[src/rtl/mem_stage_hs.sv]
// MEM stage with a req/ack handshake to a variable-latency data memory.
// Formats store data and strobes, extends load data and detects misaligned
// accesses. StallM holds the upstream pipeline while an access is in flight.
// All MEM/WB outputs are registered.
module mem_stage_hs #(
  parameter int XLEN   = 64,
  parameter int NBYTES = XLEN / 8,
  parameter int REG_W  = 5
) (
  input  logic              clk,
  input  logic              reset,
  input  logic              ValidM,
  input  logic              RegWriteM,
  input  logic              MemWriteM,
  input  logic              MemReadM,
  input  logic              MemtoRegM,
  input  logic [1:0]        MemTypeM,
  input  logic              MemUnsignedM,
  input  logic [XLEN-1:0]   ALU_ResultM,
  input  logic [XLEN-1:0]   WriteDataM,
  input  logic [REG_W-1:0]  RD_M,
  output logic              StallM,
  output logic              mem_req,
  output logic              mem_we,
  output logic [XLEN-1:0]   mem_addr,
  output logic [XLEN-1:0]   mem_wdata,
  output logic [NBYTES-1:0] mem_wstrb,
  input  logic [XLEN-1:0]   mem_rdata,
  input  logic              mem_ack,
  output logic              ValidW,
  output logic              RegWriteW,
  output logic              MemtoRegW,
  output logic              MisalignW,
  output logic [XLEN-1:0]   ReadDataW,
  output logic [XLEN-1:0]   ALU_ResultW,
  output logic [REG_W-1:0]  RD_W
);

  localparam int LANE_W = $clog2(NBYTES);

  typedef enum logic [0:0] {
    IDLE = 1'b0,
    BUSY = 1'b1
  } state_e;

  // Replicate the low byte/half/word of the store data across the whole word.
  function automatic logic [XLEN-1:0] store_replicate(input logic [1:0] size,
                                                      input logic [XLEN-1:0] data);
    logic [XLEN-1:0] r;
    case (size)
      2'b00:   r = {NBYTES{data[7:0]}};
      2'b01:   r = {(NBYTES / 2){data[15:0]}};
      2'b10:   r = {(NBYTES / 4){data[31:0]}};
      default: r = data;
    endcase
    return r;
  endfunction

  // Contiguous byte-enable run for the access size, shifted to its lane.
  function automatic logic [NBYTES-1:0] store_strobe(input logic [1:0] size,
                                                     input logic [LANE_W-1:0] lane);
    logic [7:0] base;
    case (size)
      2'b00:   base = 8'h01;
      2'b01:   base = 8'h03;
      2'b10:   base = 8'h0F;
      default: base = 8'hFF;
    endcase
    return NBYTES'(base) << lane;
  endfunction

  // Align the addressed bytes to bit 0, truncate to size, then extend.
  function automatic logic [XLEN-1:0] load_extend(input logic [1:0] size,
                                                  input logic uns,
                                                  input logic [LANE_W-1:0] lane,
                                                  input logic [XLEN-1:0] rdata);
    logic [XLEN-1:0] sh;
    logic [XLEN-1:0] mask;
    logic            sign;
    sh = rdata >> {lane, 3'b000};
    case (size)
      2'b00: begin
        mask = XLEN'(8'hFF);
        sign = sh[7];
      end
      2'b01: begin
        mask = XLEN'(16'hFFFF);
        sign = sh[15];
      end
      2'b10: begin
        mask = XLEN'(32'hFFFF_FFFF);
        sign = sh[31];
      end
      default: begin
        mask = {XLEN{1'b1}};
        sign = 1'b0;
      end
    endcase
    return (sh & mask) | ((sign & ~uns) ? ~mask : {XLEN{1'b0}});
  endfunction

  // Address not a multiple of the access size, or a doubleword on a 32-bit core.
  function automatic logic addr_misaligned(input logic [1:0] size, input logic [2:0] low);
    logic m;
    case (size)
      2'b00:   m = 1'b0;
      2'b01:   m = low[0];
      2'b10:   m = |low[1:0];
      default: m = (|low) | (XLEN == 32);
    endcase
    return m;
  endfunction

  state_e              state_q, state_d;
  logic                mem_req_q, mem_req_d;
  logic                mem_we_q, mem_we_d;
  logic [XLEN-1:0]     mem_addr_q, mem_addr_d;
  logic [XLEN-1:0]     mem_wdata_q, mem_wdata_d;
  logic [NBYTES-1:0]   mem_wstrb_q, mem_wstrb_d;
  logic                regwrite_q, regwrite_d;
  logic                memtoreg_q, memtoreg_d;
  logic [REG_W-1:0]    rd_q, rd_d;
  logic [XLEN-1:0]     alu_q, alu_d;
  logic [1:0]          size_q, size_d;
  logic                uns_q, uns_d;
  logic [LANE_W-1:0]   lane_q, lane_d;
  logic                is_load_q, is_load_d;
  logic                valid_w_q, valid_w_d;
  logic                regwrite_w_q, regwrite_w_d;
  logic                memtoreg_w_q, memtoreg_w_d;
  logic                misalign_w_q, misalign_w_d;
  logic [XLEN-1:0]     read_data_w_q, read_data_w_d;
  logic [XLEN-1:0]     alu_result_w_q, alu_result_w_d;
  logic [REG_W-1:0]    rd_w_q, rd_w_d;

  logic                acc_s;
  logic                misaligned_s;
  logic [LANE_W-1:0]   lane_s;
  logic                stall_s;

  assign acc_s        = ValidM & (MemReadM | MemWriteM);
  assign misaligned_s = acc_s & addr_misaligned(MemTypeM, ALU_ResultM[2:0]);
  assign lane_s       = ALU_ResultM[LANE_W-1:0];

  // Stall while an aligned access is being launched or awaiting its ack; never during reset.
  always_comb begin
    stall_s = 1'b0;
    if (!reset) begin
      stall_s = 1'b0;
    end else if (state_q == IDLE) begin
      stall_s = acc_s & ~misaligned_s;
    end else begin
      stall_s = ~mem_ack;
    end
  end

  assign StallM = stall_s;

  // Next-state, request launch and MEM/WB result selection.
  always_comb begin
    state_d        = state_q;
    mem_req_d      = mem_req_q;
    mem_we_d       = mem_we_q;
    mem_addr_d     = mem_addr_q;
    mem_wdata_d    = mem_wdata_q;
    mem_wstrb_d    = mem_wstrb_q;
    regwrite_d     = regwrite_q;
    memtoreg_d     = memtoreg_q;
    rd_d           = rd_q;
    alu_d          = alu_q;
    size_d         = size_q;
    uns_d          = uns_q;
    lane_d         = lane_q;
    is_load_d      = is_load_q;
    valid_w_d      = 1'b0;
    regwrite_w_d   = 1'b0;
    memtoreg_w_d   = 1'b0;
    misalign_w_d   = 1'b0;
    read_data_w_d  = {XLEN{1'b0}};
    alu_result_w_d = {XLEN{1'b0}};
    rd_w_d         = {REG_W{1'b0}};
    case (state_q)
      IDLE: begin
        if (acc_s && !misaligned_s) begin
          state_d     = BUSY;
          mem_req_d   = 1'b1;
          mem_we_d    = MemWriteM;
          mem_addr_d  = {ALU_ResultM[XLEN-1:LANE_W], {LANE_W{1'b0}}};
          mem_wdata_d = MemWriteM ? store_replicate(MemTypeM, WriteDataM) : {XLEN{1'b0}};
          mem_wstrb_d = MemWriteM ? store_strobe(MemTypeM, lane_s) : {NBYTES{1'b0}};
          regwrite_d  = RegWriteM;
          memtoreg_d  = MemtoRegM;
          rd_d        = RD_M;
          alu_d       = ALU_ResultM;
          size_d      = MemTypeM;
          uns_d       = MemUnsignedM;
          lane_d      = lane_s;
          is_load_d   = MemReadM;
        end else begin
          // Non-memory op, bubble or misaligned access passes straight to WB.
          valid_w_d      = ValidM;
          regwrite_w_d   = ValidM & RegWriteM & ~misaligned_s;
          memtoreg_w_d   = ValidM & MemtoRegM;
          misalign_w_d   = misaligned_s;
          alu_result_w_d = ALU_ResultM;
          rd_w_d         = RD_M;
        end
      end
      BUSY: begin
        if (mem_ack) begin
          state_d        = IDLE;
          mem_req_d      = 1'b0;
          valid_w_d      = 1'b1;
          regwrite_w_d   = regwrite_q;
          memtoreg_w_d   = memtoreg_q;
          alu_result_w_d = alu_q;
          rd_w_d         = rd_q;
          read_data_w_d  = is_load_q ? load_extend(size_q, uns_q, lane_q, mem_rdata)
                                     : {XLEN{1'b0}};
        end else begin
          state_d = BUSY;
        end
      end
      default: begin
        state_d   = IDLE;
        mem_req_d = 1'b0;
      end
    endcase
  end

  // State, memory-interface and MEM/WB registers; reset aborts any access.
  always_ff @(posedge clk or negedge reset) begin
    if (!reset) begin
      state_q        <= IDLE;
      mem_req_q      <= 1'b0;
      mem_we_q       <= 1'b0;
      mem_addr_q     <= {XLEN{1'b0}};
      mem_wdata_q    <= {XLEN{1'b0}};
      mem_wstrb_q    <= {NBYTES{1'b0}};
      regwrite_q     <= 1'b0;
      memtoreg_q     <= 1'b0;
      rd_q           <= {REG_W{1'b0}};
      alu_q          <= {XLEN{1'b0}};
      size_q         <= 2'b00;
      uns_q          <= 1'b0;
      lane_q         <= {LANE_W{1'b0}};
      is_load_q      <= 1'b0;
      valid_w_q      <= 1'b0;
      regwrite_w_q   <= 1'b0;
      memtoreg_w_q   <= 1'b0;
      misalign_w_q   <= 1'b0;
      read_data_w_q  <= {XLEN{1'b0}};
      alu_result_w_q <= {XLEN{1'b0}};
      rd_w_q         <= {REG_W{1'b0}};
    end else begin
      state_q        <= state_d;
      mem_req_q      <= mem_req_d;
      mem_we_q       <= mem_we_d;
      mem_addr_q     <= mem_addr_d;
      mem_wdata_q    <= mem_wdata_d;
      mem_wstrb_q    <= mem_wstrb_d;
      regwrite_q     <= regwrite_d;
      memtoreg_q     <= memtoreg_d;
      rd_q           <= rd_d;
      alu_q          <= alu_d;
      size_q         <= size_d;
      uns_q          <= uns_d;
      lane_q         <= lane_d;
      is_load_q      <= is_load_d;
      valid_w_q      <= valid_w_d;
      regwrite_w_q   <= regwrite_w_d;
      memtoreg_w_q   <= memtoreg_w_d;
      misalign_w_q   <= misalign_w_d;
      read_data_w_q  <= read_data_w_d;
      alu_result_w_q <= alu_result_w_d;
      rd_w_q         <= rd_w_d;
    end
  end

  assign mem_req     = mem_req_q;
  assign mem_we      = mem_we_q;
  assign mem_addr    = mem_addr_q;
  assign mem_wdata   = mem_wdata_q;
  assign mem_wstrb   = mem_wstrb_q;
  assign ValidW      = valid_w_q;
  assign RegWriteW   = regwrite_w_q;
  assign MemtoRegW   = memtoreg_w_q;
  assign MisalignW   = misalign_w_q;
  assign ReadDataW   = read_data_w_q;
  assign ALU_ResultW = alu_result_w_q;
  assign RD_W        = rd_w_q;

endmodule

[config.mk]
export PLATFORM = sky130hd
export DESIGN_NAME = mem_stage_hs
export DESIGN_NICKNAME = d
export VERILOG_FILES = /design/src/rtl/mem_stage_hs.sv
export SDC_FILE = /design/constraint.sdc
export NUM_CORES = 1
export LEC_CHECK = 0
export CAP_MARGIN = 10
export CORE_ASPECT_RATIO = 0.75
export CORE_MARGIN = 2
export CORE_UTILIZATION = 40
export CTS_CLUSTER_SIZE = 24
export DETAILED_ROUTE_END_ITERATION = 8
export GPL_ROUTABILITY_DRIVEN = 1
export GPL_TIMING_DRIVEN = 0
export PLACE_DENSITY = 0.69
export REMOVE_ABC_BUFFERS = 1
export SLEW_MARGIN = 25
export SYNTH_ARGS = -nofsm -noshare
export SYNTH_HDL_FRONTEND = slang
export SYNTH_SLANG_ARGS = --single-unit
[constraint.sdc]
create_clock -name clk -period 3.7 [get_ports clk]
set_input_delay 0.555 -clock clk [delete_from_list [all_inputs] [get_ports clk]]
set_output_delay 0.555 -clock clk [all_outputs]
set_load 0.01 [all_outputs]
==> flow_summary_export.csv, run 1 <==
group,metric,value,unit
setup_path,reg2reg_depth,8,
sta,finalMaxSlewViolations,0,
synth,yosys.area_share.xor_xnor,0.0006407,
synth,synthCells,1249,
cts,cts_sinks,287,
synth,synth_compound_area_frac,0.1531,
setup_path,crit_arrival,3.03,ns
setup_path,end_kind,"output port",
hold_path,holdPathStages,3,
detailed_routing,vias,10980,
sta,period_needed,3.585,ns
power_and_ir_drop,ir_drop,0.0004297,V
cts,cts_tree,"built",
synth,avgSynthCellArea,10.95,sq um
job,maxCapViolCount,0,
sta,finalSetupTns,0,ns
synth,ys.warnings.count,0,
setup_path,worst_setup_path_start_kind,"primary input",
cts,clock_latency,0.57,ns
synth,synthAdderAreaFrac,0,
placement,placed_cell_area,0.01846,sq mm
setup_path,path_class,"in2out",
placement,place_hpwl,31890,microns
finish,drive_gt1_frac,0.09373,
power_and_ir_drop,power,10.78,mW
sta,worst_pin_slew,1.062,ns
finish,syn_to_final_growth,42.83,%
synth,synth.cell_area,0.01367,sq mm
floorplan,start_util,0.4069,
detailed_routing,drtIter0Drc,726,
floorplan,dieArea,0.03569,sq mm
cts,clock_path_buffers,3,
floorplan,core_area,0.03360,sq mm
floorplan,die_x,217.5,microns
floorplan,rows,58,
synth,ys_seq_elements,287,
grt,met3_usage,0.07481,
grt,grt_usage,0.2422,
finish,nets,1827,
grt,grt_pass1_wl,66270,microns
sta,rsz0062_at_grt,"no",
placement,port_buffers,480,
setup_path,crit_fanout,47,
detailed_routing,dr.pass1.iters,5,
synth,synth_flop_cell,"dfrtp_1",
grt,grt_pass1_vias,10870,
sta,finalHoldViolations,0,
synth,seq_area_frac_synth,0.5254,
grt,grt.overflow.total,0,
cts,clkTransAtPathRegs,0.05,ns
setup_path,required,3.14,ns
placement,dp_cells,2033,
synth,synth_edf_count,0,
setup_path,slowest_delay,0.59,ns
sta,setup_viol,0,
power_and_ir_drop,powerDensity,551.9,mW/mm^2
sta,maxSlewHeadroom,0.2909,
detailed_routing,drc,0,
cts,root_buffer,"clkbuf_16",
placement,place.gp.congestion,0.8876,
sta,max_freq,0.2789,GHz
status,status,"completed",
floorplan,die_height,164.1,microns
synth,ys_async_sr_fraction,1.000,
detailed_routing,viasPerCell,5.242,
grt,antenna_found_initial,2,
setup_path,cp_cell_sequence,"buf_4 > or2_4 > a221oi_4 > nand2_8 > buf_12 > o21ai_1 > and2_1 > clkdlybuf4s50_1",
cts,h-tree-depth,1,
detailed_routing,antenna_left,0,
setup_path,regToRegSetupSlack,0.25,ns
synth,yosys.cell_types.count,53,
synth,synth_top_family_by_area,"compound AO/OA/AOI/OAI gates",
synth,synth-simple-area-share,0.09921,
finish,design_area,0.01953,sq mm
detailed_routing,wl_per_cell,21.22,microns
hold_path,hold_path.class,"in2reg",
sta,fin_crit_sh,0.9689,
grt,met1_usage,0.3078,
synth,muxShareOfSynthArea,0.1485,
cts,cts_inserted_buffers,31,
finish,fin_cells,2095,
grt,grt_max_degree,88,
grt,grt.busiest_layer,"met2",
power_and_ir_drop,p_leak,8.451,nW
setup_path,cp_slowest_cell,"clkdlybuf4s50_1",
detailed_routing,drt-total-wl,44450,microns
sta,skew,0.02414,ns
grt,gr-usage-met2,0.3895,
floorplan,io_pins,484,
==> sequential cells by signal, indices dropped and copies added, names as in the netlist, 2 cells and up <==
signal	count
ALU_ResultW	64
size_q	2
rd_q	5
mem_wdata	64
ReadDataW	64
mem_wstrb	8
alu_q	64
RD_W	5
==> worst max-delay path, delay by kind of cell <==
kind                   cells  cell delay, ns
AOI/OAI and AO/OA          2            0.51
buffers and inverters      3            1.14
and+or+nand+nor            3            0.78
==> metal layers <==
metal,vias up,share of wire
li1,5086,-
met1,5348,0.41
met2,458,0.47
met3,91,0.087
met4,0,0.037
met5,-,0
==> worst paths after layout <==
| check | endpoint | start |
|---|---|---|
| min in group asynchronous | ReadDataW[16]$_DFF_PN0_ | reset |
| setup / recovery | StallM | MemTypeM[0] |
| hold / removal | mem_wdata[28]$_DFFE_PN0P_ | MemWriteM |
| max in group asynchronous | mem_wstrb[5]$_DFFE_PN0P_ | reset |
| setup reg to reg | ReadDataW[36]$_DFF_PN0_ | alu_q[2]$_DFFE_PN0P_ |
| hold reg to reg | mem_we$_DFFE_PN0P_ | mem_we$_DFFE_PN0P_ |
==> synthesized netlist by cell type, drive strengths merged (3+ instances only) <==
| library cell | count | share of area |
|---|---|---|
| clkbuf | 55 | 0.015 |
| o211ai | 10 | 0.0055 |
| inv | 3 | 0.00082 |
| nor2 | 95 | 0.026 |
| nor4 | 3 | 0.0014 |
| o31ai | 10 | 0.0055 |
| nor2b | 20 | 0.0092 |
| and2 | 5 | 0.0023 |
| a21oi | 71 | 0.026 |
| dfrtp | 287 | 0.53 |
| mux2i | 60 | 0.044 |
| mux2 | 125 | 0.10 |
| a2bb2oi | 7 | 0.0045 |
| nor3 | 19 | 0.011 |
| o21a | 8 | 0.0044 |
| or2 | 3 | 0.0014 |
| a211oi | 21 | 0.012 |
| buf | 110 | 0.057 |
| a22o | 79 | 0.051 |
| nand2b | 9 | 0.0041 |
| nand2 | 146 | 0.040 |
| a311oi | 8 | 0.0051 |
| o41ai | 3 | 0.0044 |
| o21ai | 68 | 0.025 |
==> through the flow <==
stage / hold slack [ns] / utilization / worst slack (ns)
floorplan: 0.2594 / - / -2.195
global placement: 0.4617 / 0.5375 / -10.79
detailed placement: 0.4629 / 0.5494 / -0.5033
CTS: 0.4772 / 0.5807 / 0.02272
global route: 0.4394 / 0.5811 / 0.01255
finish: 0.4271 / 0.5811 / 0.1149
==> power by group <==
group / internal (mW) / switching [mW] / leakage (nW)
Combinational: 1.86 / 1.73 / 4.30
Clock: 1.78 / 1.29 / 0.495
Sequential: 3.69 / 0.420 / 3.66
Total: 7.33 / 3.44 / 8.45
==> final cells by class <==
type	count	area [sq um]
diodes	2	5.005
multi-input cells	796	5552
well taps	450	563.0
clock buffers	43	870.8
flip-flops and latches	287	7191
fillers	2801	14070
clock inverters	14	132.6
inverters	3	11.26
repair buffers	500	5201
==> timing repair <==
| item | CTS | global route |
|---|---|---|
| hold endpoints to repair | 46 | 0 |
| resized for setup | 4 | 6 |
| endpoints found under the setup margin | 1 | 1 |
| pin swaps | 1 | 0 |
| hold buffers | 2 | 0 |
| buffers inserted | 1 | 0 |
==> logic make-up (layout without fill, tap and decap cells) <==
kind of cell,Yosys count,after routing
and+or+nand+nor,307,307
DFF,287,287
xor gates and xnor gates,1,1
muxes,186,186
other,1,5
buffers and inverters,168,560
AOI/OAI and AO/OA,299,299
==> cell usage in the layout, fill, tap and decap left out, types with 4 or more instances in the layout <==
cell,instances
clkdlybuf4s50_1,473
dfrtp_1,284
nand2_1,143
nor2_1,95
a22o_1,79
mux2_1,75
a21oi_1,70
mux2i_1,60
o21ai_1,57
mux2_2,50
clkbuf_16,31
a211oi_1,21
nor2b_1,19
o21ai_0,11
nor3_2,10
o211ai_1,10
o31ai_1,10
nand2b_1,9
a311oi_1,8
o21a_1,8
nor3_1,8
clkinv_2,8
buf_16,8
a2bb2oi_1,7
clkbuf_1,7
buf_12,6
clkbuf_8,5
and2_1,4
buf_4,4
Note: power is estimated with default switching activity, not from simulation.
==> inputs of run 2 (changes only) <==
--- a/config.mk
+++ b/config.mk
@@ -13,8 +13,9 @@
 export DETAILED_ROUTE_END_ITERATION = 8
 export GPL_ROUTABILITY_DRIVEN = 1
 export GPL_TIMING_DRIVEN = 0
-export PLACE_DENSITY = 0.69
+export PLACE_DENSITY = 0.72
 export REMOVE_ABC_BUFFERS = 1
+export SETUP_SLACK_MARGIN = 0.5
 export SLEW_MARGIN = 25
 export SYNTH_ARGS = -nofsm -noshare
 export SYNTH_HDL_FRONTEND = slang
==> flow_summary_export.csv, run 2 (same netlist as run 1, synthesis figures left out) <==
group,metric,value,unit
floorplan,dieArea,0.03569,sq mm
floorplan,die_height,164.1,microns
detailed_routing,drtIter0Drc,655,
floorplan,core_area,0.03360,sq mm
grt,grt_pass1_wl,65920,microns
status,status,"completed",
finish,mostFrequentLayoutCell,"clkdlybuf4s50_1",
cts,cts_inserted_buffers,31,
sta,setup_ws,0.6897,ns
hold_path,holdCritStartpoint,"MemWriteM",
sta,setup_viol,0,
placement,place.gp.congestion,0.9319,
grt,grt_pass1_vias,10970,
grt,grt.overflow.total,0,
setup_path,rr_startpoint,"alu_q[2]$_DFFE_PN0P_",
sta,rsz0062_at_grt,"no",
setup_path,crit_arrival,3.49,ns
setup_path,reg2reg_depth,7,
cts,root_buffer,"clkbuf_16",
hold_path,holdPathStages,3,
floorplan,rows,58,
power_and_ir_drop,clkPwrFrac,0.284,
sta,fin_crit_sh,0.8136,
setup_path,worst_setup_path_start_kind,"flip-flop",
floorplan,start_util,0.4069,
hold_path,whs_endpoint,"mem_wdata[32]$_DFFE_PN0P_",
power_and_ir_drop,swShare,0.3142,
sta,finalMaxSlewViolations,0,
power_and_ir_drop,pwr-share-comb,0.331,
sta,skew,0.01884,ns
cts,clkTransAtPathRegs,0.06,ns
finish,n_fill_cell,2801,
detailed_routing,wl_per_cell,20.88,microns
setup_path,crit_fanout,66,
detailed_routing,dr.pass1.iters,5,
grt,grt_usage,0.2395,
power_and_ir_drop,ir_drop,0.0003431,V
hold_path,hold_path.class,"in2reg",
detailed_routing,antenna_left,0,
setup_path,timing.rr.end,"ReadDataW[43]$_DFF_PN0_",
grt,grt_max_degree,90,
finish,regArea,0.007193,sq mm
grt,antenna_found_initial,4,
sta,maxSlewHeadroom,0.3346,
sta,finalSetupTns,0,ns
placement,dp_slack,-0.3664,ns
detailed_routing,vias,11090,
placement,port_buffers,480,
job,maxCapViolCount,0,
cts,cts_tree,"built",
detailed_routing,drc,0,
power_and_ir_drop,internal-power,7.384,mW
finish,nets,1835,
finish,syn_to_final_growth,43.54,%
finish,drive_gt1_frac,0.09527,
setup_path,path_class,"reg2reg",
floorplan,io_pins,484,
cts,clock_latency,0.57,ns
setup_path,required,4.18,ns
power_and_ir_drop,powerDensity,548.7,mW/mm^2
sta,worst_pin_slew,0.9915,ns
power_and_ir_drop,switching_power,3.384,mW
power_and_ir_drop,p_leak,8.498,nW
detailed_routing,viasPerCell,5.277,
sta,period_needed,3.010,ns
setup_path,end_kind,"flip-flop",
finish,mostFrequentLayoutCells,"473 x clkdlybuf4s50_1, 284 x dfrtp_1, 143 x nand2_1, 94 x nor2_1, 79 x a22o_1",
cts,cts_sinks,287,
power_and_ir_drop,p_seq_frac,0.384,
sta,hold_slack,0.4340,ns
setup_path,regToRegSetupSlack,0.69,ns
detailed_routing,drt-total-wl,43870,microns
sta,finalHoldViolations,0,
cts,clock_path_buffers,3,
placement,place_hpwl,31080,microns
floorplan,die_x,217.5,microns
cts,h-tree-depth,1,
finish,multi_input_area,0.005584,sq mm
sta,max_freq,0.3322,GHz
[run 2: changes by cell type in the layout (fill, tap and decap cells not counted), moves of 2 or more]
cell	previous run	this run
buf_12	6	2
buf_16	8	11
buf_4	4	10
clkbuf_1	7	12
clkbuf_8	5	7
clkdlybuf4s15_2	0	2
clkinv_2	8	1
clkinvlp_4	2	0
nand2_4	0	2
[run 2: worst max-delay path by stage]
stage                     depth (start not counted)                  from                   endpoint  slack (ns)
after detailed placement                          7        ALU_ResultM[1]                     StallM       -0.37
after floorplan                                   5              MemReadM                     StallM       -2.19
final                                             7  alu_q[2]$_DFFE_PN0P_    ReadDataW[43]$_DFF_PN0_        0.69
after CTS                                         6                ValidM                     StallM        0.51
after global placement                            1                 reset  ALU_ResultW[29]$_DFF_PN0_      -10.82
after global routing                              7  alu_q[2]$_DFFE_PN0P_    ReadDataW[43]$_DFF_PN0_        0.50
[run 2: routing by layer]
metal,vias up,wire length [microns],GRT usage
met5,-,27,0
met4,4,1272,0.07659
met3,76,4018,0.07759
met2,438,20750,0.3917
met1,5467,17800,0.3018
li1,5102,-,-
[run 2: timing repair]
item,4_1_cts,5_1_grt
endpoints found under the hold margin,64,0
gates resized for setup,15,0
cloned,2,0
pin swaps,3,3
setup endpoints to repair,4,15
hold buffers,2,0
buffers inserted,2,6
[run 2: power by group through the flow]
stage          combinational (mW)  sequential [mW]  clock (mW)
2_1_floorplan                1.31             4.42           0
3_3_place_gp                 3.40             4.24           0
3_5_place_dp                 3.53             4.18           0
4_1_cts                      3.57             4.14        3.13
5_1_grt                      3.83             4.21        3.27
6_report                     3.57             4.14        3.06
[run 2: area by class of cell]
type / count / share of cell area
repair buffers: 506 / 0.2687
multi-input cells: 798 / 0.2846
clock buffers: 50 / 0.04674
flip-flops and latches: 287 / 0.3666
diodes: 3 / 0.0003826
inverters: 3 / 0.0005739
well taps: 450 / 0.02869
clock inverters: 4 / 0.003762
[run 2: worst max-delay path: stages, from the launching register on]
cell and delay, ns:
dfrtp_4 0.86, inv_1 0.51, and3_1 0.32, nor4_1 0.46, o41ai_4 0.16, buf_4 0.21, buf_4 0.20, nor2_1 0.17
[run 2: metrics by stage]
step           cell area (sq um)  cells  utilization  power [mW]
2_1_floorplan              12690   1086            -       5.730
3_3_place_gp               18060   2016       0.5375       7.642
3_5_place_dp               18470   2032       0.5497       7.720
4_1_cts                    19570   2092       0.5824       10.83
5_1_grt                    19620   2100       0.5839       11.31
6_report                   19620   2101       0.5840       10.77
